**config.mk**
```make
export PLATFORM = sky130hd
export DESIGN_NAME = pipe_hazard_ctrl_flat
export DESIGN_NICKNAME = d
export VERILOG_FILES = /design/src/rtl/pipe_hazard_ctrl_if.sv /design/src/rtl/pipe_hazard_ctrl.sv /design/src/flat_wrapper.sv
export SDC_FILE = /design/constraint.sdc
export NUM_CORES = 1
export LEC_CHECK = 0
export CORE_ASPECT_RATIO = 2
export CORE_MARGIN = 1
export CORE_UTILIZATION = 50
export CTS_BUF_LIST = sky130_fd_sc_hd__clkbuf_8 sky130_fd_sc_hd__clkbuf_16
export DETAILED_ROUTE_END_ITERATION = 7
export GPL_ROUTABILITY_DRIVEN = 0
export PLACE_DENSITY = 0.79
export SLEW_MARGIN = 20
export SYNTH_ARGS = -nofsm -noshare
export SYNTH_HDL_FRONTEND = slang
export SYNTH_SLANG_ARGS = --single-unit
```
**constraint.sdc**
```tcl
create_clock -name clk -period 5.5 [get_ports clk]
set_input_delay 0.825 -clock clk [delete_from_list [all_inputs] [get_ports clk]]
set_output_delay 0.825 -clock clk [all_outputs]
set_load 0.01 [all_outputs]
```
**src/rtl/pipe_hazard_ctrl_if.sv**
```systemverilog
// pipe_hazard_ctrl_if: ID/EX hazard inputs and pipeline control outputs between datapath and controller
interface pipe_hazard_ctrl_if #(parameter int RA_W = 5, parameter int CNT_W = 16);
  logic            id_valid;
  logic [RA_W-1:0] id_rs;
  logic [RA_W-1:0] id_rt;
  logic            id_uses_rt;
  logic [RA_W-1:0] id_rwd;
  logic            id_is_load;
  logic            ex_br_taken;
  logic            mem_busy;
  logic            pc_stall;
  logic            ifid_stall;
  logic            ifid_flush;
  logic            idex_bubble;
  logic            pipe_freeze;
  logic [1:0]      fwd_a_sel;
  logic [1:0]      fwd_b_sel;
  logic [CNT_W-1:0] stall_cycles;
  modport master(
    output id_valid, id_rs, id_rt, id_uses_rt, id_rwd, id_is_load, ex_br_taken, mem_busy,
    input  pc_stall, ifid_stall, ifid_flush, idex_bubble, pipe_freeze, fwd_a_sel, fwd_b_sel, stall_cycles
  );
  modport slave(
    input  id_valid, id_rs, id_rt, id_uses_rt, id_rwd, id_is_load, ex_br_taken, mem_busy,
    output pc_stall, ifid_stall, ifid_flush, idex_bubble, pipe_freeze, fwd_a_sel, fwd_b_sel, stall_cycles
  );
endinterface

```
**src/rtl/pipe_hazard_ctrl.sv**
```systemverilog
// pipe_hazard_ctrl: stall/bubble/flush/freeze and EX forwarding control for a 5-stage pipeline
module pipe_hazard_ctrl #(
  parameter int RA_W  = 5,
  parameter int CNT_W = 16
) (
  input logic clk,
  input logic rst,
  pipe_hazard_ctrl_if.slave bus
);
  typedef enum logic {RUN, FREEZE} state_t;
  state_t r_state, w_state_nx;
  logic             r_pend;
  logic [CNT_W-1:0] r_cnt;
  logic [RA_W-1:0]  r_ex_rd, r_ex_rs, r_ex_rt, r_mem_rd, r_wb_rd;
  logic             r_ex_ld, r_ex_urt, r_mem_ld;
  logic             w_flush, w_lu, w_stall, w_kill;
  logic [1:0]       w_fwd_a, w_fwd_b;
  // a pending flush only exists after a frozen cycle, so it is applied on leaving FREEZE
  always_comb begin
    w_state_nx = bus.mem_busy ? FREEZE : RUN;
    w_flush    = !bus.mem_busy && (bus.ex_br_taken || (r_state == FREEZE && r_pend));
    w_lu       = !bus.mem_busy && !w_flush && bus.id_valid && r_ex_ld && (|r_ex_rd) &&
                 (r_ex_rd == bus.id_rs || (bus.id_uses_rt && r_ex_rd == bus.id_rt));
    w_stall    = bus.mem_busy || w_lu;
    w_kill     = w_flush || w_lu || !bus.id_valid;
    w_fwd_a    = ((|r_mem_rd) && !r_mem_ld && r_mem_rd == r_ex_rs) ? 2'b01 :
                 ((|r_wb_rd) && r_wb_rd == r_ex_rs) ? 2'b10 : 2'b00;
    w_fwd_b    = !r_ex_urt ? 2'b00 :
                 ((|r_mem_rd) && !r_mem_ld && r_mem_rd == r_ex_rt) ? 2'b01 :
                 ((|r_wb_rd) && r_wb_rd == r_ex_rt) ? 2'b10 : 2'b00;
  end
  always_ff @(posedge clk) begin
    if (rst) begin
      r_state  <= RUN;
      r_pend   <= 1'b0;
      r_cnt    <= '0;
      r_ex_rd  <= '0;
      r_ex_rs  <= '0;
      r_ex_rt  <= '0;
      r_ex_ld  <= 1'b0;
      r_ex_urt <= 1'b0;
      r_mem_rd <= '0;
      r_mem_ld <= 1'b0;
      r_wb_rd  <= '0;
    end else begin
      r_state <= w_state_nx;
      r_pend  <= bus.mem_busy ? (r_pend || bus.ex_br_taken) : 1'b0;
      if (w_stall && !(&r_cnt)) r_cnt <= r_cnt + 1'b1;
      if (!bus.mem_busy) begin
        r_wb_rd  <= r_mem_rd;
        r_mem_rd <= r_ex_rd;
        r_mem_ld <= r_ex_ld;
        r_ex_rd  <= w_kill ? '0 : bus.id_rwd;
        r_ex_rs  <= w_kill ? '0 : bus.id_rs;
        r_ex_rt  <= w_kill ? '0 : bus.id_rt;
        r_ex_ld  <= !w_kill && bus.id_is_load;
        r_ex_urt <= !w_kill && bus.id_uses_rt;
      end
    end
  end
  assign bus.pc_stall     = w_stall;
  assign bus.ifid_stall   = w_stall;
  assign bus.ifid_flush   = w_flush;
  assign bus.idex_bubble  = w_flush || w_lu;
  assign bus.pipe_freeze  = bus.mem_busy;
  assign bus.fwd_a_sel    = w_fwd_a;
  assign bus.fwd_b_sel    = w_fwd_b;
  assign bus.stall_cycles = r_cnt;
endmodule

```
**src/flat_wrapper.sv**
```systemverilog
// flat-port wrapper written by rule: the top's interface ports become plain ports
module pipe_hazard_ctrl_flat 
#(
  parameter int RA_W  = 5,
  parameter int CNT_W = 16
)
  (clk, rst, bus_id_valid, bus_id_rs, bus_id_rt, bus_id_uses_rt, bus_id_rwd, bus_id_is_load, bus_ex_br_taken, bus_mem_busy, bus_pc_stall, bus_ifid_stall, bus_ifid_flush, bus_idex_bubble, bus_pipe_freeze, bus_fwd_a_sel, bus_fwd_b_sel, bus_stall_cycles);
  pipe_hazard_ctrl_if #(.RA_W(RA_W), .CNT_W(CNT_W)) bus_i ();
  input logic clk;
  input logic rst;
  input wire logic [$bits(bus_i.id_valid)-1:0] bus_id_valid;
  input wire logic [$bits(bus_i.id_rs)-1:0] bus_id_rs;
  input wire logic [$bits(bus_i.id_rt)-1:0] bus_id_rt;
  input wire logic [$bits(bus_i.id_uses_rt)-1:0] bus_id_uses_rt;
  input wire logic [$bits(bus_i.id_rwd)-1:0] bus_id_rwd;
  input wire logic [$bits(bus_i.id_is_load)-1:0] bus_id_is_load;
  input wire logic [$bits(bus_i.ex_br_taken)-1:0] bus_ex_br_taken;
  input wire logic [$bits(bus_i.mem_busy)-1:0] bus_mem_busy;
  output wire logic [$bits(bus_i.pc_stall)-1:0] bus_pc_stall;
  output wire logic [$bits(bus_i.ifid_stall)-1:0] bus_ifid_stall;
  output wire logic [$bits(bus_i.ifid_flush)-1:0] bus_ifid_flush;
  output wire logic [$bits(bus_i.idex_bubble)-1:0] bus_idex_bubble;
  output wire logic [$bits(bus_i.pipe_freeze)-1:0] bus_pipe_freeze;
  output wire logic [$bits(bus_i.fwd_a_sel)-1:0] bus_fwd_a_sel;
  output wire logic [$bits(bus_i.fwd_b_sel)-1:0] bus_fwd_b_sel;
  output wire logic [$bits(bus_i.stall_cycles)-1:0] bus_stall_cycles;
  assign bus_i.id_valid = bus_id_valid;
  assign bus_i.id_rs = bus_id_rs;
  assign bus_i.id_rt = bus_id_rt;
  assign bus_i.id_uses_rt = bus_id_uses_rt;
  assign bus_i.id_rwd = bus_id_rwd;
  assign bus_i.id_is_load = bus_id_is_load;
  assign bus_i.ex_br_taken = bus_ex_br_taken;
  assign bus_i.mem_busy = bus_mem_busy;
  assign bus_pc_stall = bus_i.pc_stall;
  assign bus_ifid_stall = bus_i.ifid_stall;
  assign bus_ifid_flush = bus_i.ifid_flush;
  assign bus_idex_bubble = bus_i.idex_bubble;
  assign bus_pipe_freeze = bus_i.pipe_freeze;
  assign bus_fwd_a_sel = bus_i.fwd_a_sel;
  assign bus_fwd_b_sel = bus_i.fwd_b_sel;
  assign bus_stall_cycles = bus_i.stall_cycles;
  pipe_hazard_ctrl #(.RA_W(RA_W), .CNT_W(CNT_W)) u_core (.clk(clk), .rst(rst), .bus(bus_i));
endmodule
```
==> summary.md <==
| Metric | Value |
|---|---|
| Core Area | 4170 um2 |
| DP Wirelength | 4.02 mm |
| Syn avg cell area | 9.47 um2 |
| Hold slack | 0.469 ns |
| Die width | 49.1 um |
| Routed Antenna Nets | 0 |
| Crit-path max FO | 27 |
| Core Rows | 33 |
| Outcome | finished, final reports clean |
| I/O pin count | 47 |
| DIE AREA | 4720 um2 |
| CTS Sinks | 46 |
| Met2 routed WL | 3.01 mm |
| Ys async rst share | 0% |
| Crit start category | input port |
| Clock buffer depth | 2 |
| Via density | 5.85 |
| Num CTS Buffers | 5 |
| CTS clk-pin slew, worst paths | 0.08 ns |
| TritonRoute pass-1 iters | 4 |
| Max_cap viols | 0 |
| Post-route minimum period | 4.15 ns |
| Finished Core Util | 66.1% |
| CTS resizes | 0 |
| CP required | 4.68 ns |
| Worst IR Drop VDD | 0.175 mV |
| DRC Markers | 0 |
| First-pass GRT wire length | 8.78 mm |
| Number of global-route vias before repair | 1,877 |
| Fin crit share | 75.4% |
| Drt wl/cell | 16.6 um |
| Setup CP Type | input port to primary output |
| Initial antenna violation count | 0 |
| Drt total wl | 5.41 mm |
| # Post-CTS Setup Buffers | 0 |
| Vias | 1,912 |
| Slew @ Worst Pin | 1.07 ns |
| Net Count, Synth | 257 |
| RSZ-0062 raised after global routing | no |
| Sequential fraction of the synthesis area | 41.6% |
| Starting density of the core | 53.1% |
| M1 WL | 2.03 mm |
| Buffers added on ports | 46 |
| Main synth FF type | dfxtp_1 |
| Share of cells above drive strength 1 | 4.00% |
| Worst min-delay path category | register to register |
| Clk_lat worst skew | 0.29 ns |
| Diodes inserted | 0 |
| Root buf cell | clkbuf_8 |
| Final instance area | 2760 um2 |
| Rel. slew slack | 28.6% |
| CP Data Arrival Time | 3.32 ns |
| Cell area after synthesis | 2220 um2 |
| Met3 WL | 187 um |
| CTS tree | built |
| Final hold vios | 0 |
| Fmax | 241 MHz |
| Total GRT Usage | 24.5% |
| Synth unique cells | 40 |
| EDFF count, synth | 0 |
| Slew Viols, Final | 0 |
| Final setup TNS | 0 ns |
| Layout area overhead | 24.4% |
| Power density cells | 221 nW/um2 |
| Cts hold-fix bufs | 0 |
| Yosys Warn Count | 0 |
| Max layer used | met4 |
| Flops & latches, synth | 46 |
| Area after DPL | 2680 um2 |
| WHS Path Cells | 1 |
| Final Skew | 0.00438 ns |
| CP Capture Type | primary output |
| LEAKAGE | 1.06 nW |
| Layout Nets | 298 |
| DR iter-0 viols | 37 |
| R2R cell count | 6 |
| Pin count of the biggest net entering global routing | 28 |
| Syn Inst Count | 234 |
| Die Ht | 96.1 um |
| Final setup fails | 0 |
| Remaining global-route overflow | 0 |
| H-tree depth | 2 |
[synth_stat cells, types with 2 or more instances]
cell type	count	share of area [%]
dfxtp_1	46	42
nor2_1	20	3.4
xor2_1	18	7.1
a22o_1	17	6.7
a21oi_1	14	3.2
or4_1	14	4.7
xnor2_1	12	4.7
mux2i_1	11	5.0
nand3_1	11	2.5
o31ai_1	9	3.0
nor4_1	7	2.0
clkbuf_1	5	0.85
nand2_1	5	0.85
nor2b_1	5	1.4
buf_1	4	0.68
buf_4	3	1.0
inv_1	3	0.51
and3_1	2	0.56
and4_1	2	0.79
buf_6	2	1.0
mux2_2	2	1.0
nand4_1	2	0.56
nor3_1	2	0.45
o21ai_0	2	0.45
[kinds of logic after synthesis]
| family | count (synthesis) | share of synthesized area [%] |
|---|---|---|
| compound gates | 51 | 16.8 |
| mux | 13 | 5.99 |
| fa+ha+maj | 1 | 0.565 |
| xor+xnor | 30 | 11.9 |
| flops | 46 | 41.6 |
| buf+inv | 18 | 4.29 |
| simple gates | 75 | 19.0 |
[power by group]
group / internal, mW / total [mW] / switching [mW] / leakage, nW
clock: 0.0840 / 0.190 / 0.106 / 0.0466
combinational: 0.0379 / 0.0687 / 0.0308 / 0.636
sequential: 0.340 / 0.350 / 0.00984 / 0.373
total: 0.462 / 0.608 / 0.146 / 1.06
[cells in the final DEF (no fill, tap or decap), types with 2 or more instances in the layout]
cell type,Yosys,routed
a21oi_1,14,14
a22o_1,17,17
and3_1,2,2
and4_1,2,2
buf_4,3,3
clkbuf_8,0,5
clkdlybuf4s50_1,0,46
dfxtp_1,46,46
inv_1,3,5
mux2_2,2,2
mux2i_1,11,11
nand2_1,5,5
nand3_1,11,11
nand4_1,2,2
nor2_1,20,20
nor2b_1,5,5
nor3_1,2,2
nor4_1,7,7
o21ai_0,2,2
o31ai_1,9,9
or4_1,14,14
xnor2_1,12,12
xor2_1,18,18
[sequential cells by signal (all words and copies together), names as in the netlist, 5 cells and up]
signal,count
u_core.r_wb_rd,5
u_core.r_ex_rd,5
u_core.bus.stall_cycles,16
u_core.r_ex_rt,5
u_core.r_ex_rs,5
u_core.r_mem_rd,5
[worst max-delay path, cell delays in order]
cell             delay (ns)
clkdlybuf4s50_1        0.50
xor2_1                 0.17
nor4_1                 0.07
a32oi_1                0.25
o21ba_1                0.69
inv_1                  0.25
clkdlybuf4s50_1        0.55
[through the flow]
| stage | power, mW | setup slack (ns) | cells |
|---|---|---|---|
| 6_report | 0.608 | 1.35 | 327 |
| 5_1_grt | 0.636 | 1.16 | 327 |
| 2_1_floorplan | 0.394 | 2.58 | 234 |
| 3_3_place_gp | 0.425 | 1.42 | 320 |
| 3_5_place_dp | 0.426 | 1.38 | 320 |
| 4_1_cts | 0.616 | 1.36 | 327 |
[per-layer routing]
layer	up-vias	global-route usage [%]
met4	0	13.2
met1	900	23.8
met5	-	0
li1	944	-
met3	17	3.95
met2	51	47.9
[path summary, 6_finish.rpt]
kind | startpoint | endpoint | slack (ns)
setup / recovery | bus_id_rt[2] | bus_ifid_stall | 1.35
hold / removal | u_core.r_pend | u_core.r_pend | 0.47
setup reg to reg | u_core.r_ex_rd[1] | u_core.bus.stall_cycles[14] | 2.92
hold reg to reg | u_core.r_pend | u_core.r_pend | 0.47
[area by class of cell]
| class | instances | area (um2) |
|---|---|---|
| Sequential cell | 46 | 921 |
| Tap cell | 52 | 65.1 |
| Multi-Input combinational cell | 170 | 1200 |
| Timing Repair Buffer | 49 | 483 |
| Clock inverter | 2 | 7.51 |
| Fill cell | 371 | 1410 |
| Inverter | 3 | 11.3 |
| Clock buffer | 5 | 68.8 |
Note: power is estimated with default switching activity, not from simulation.
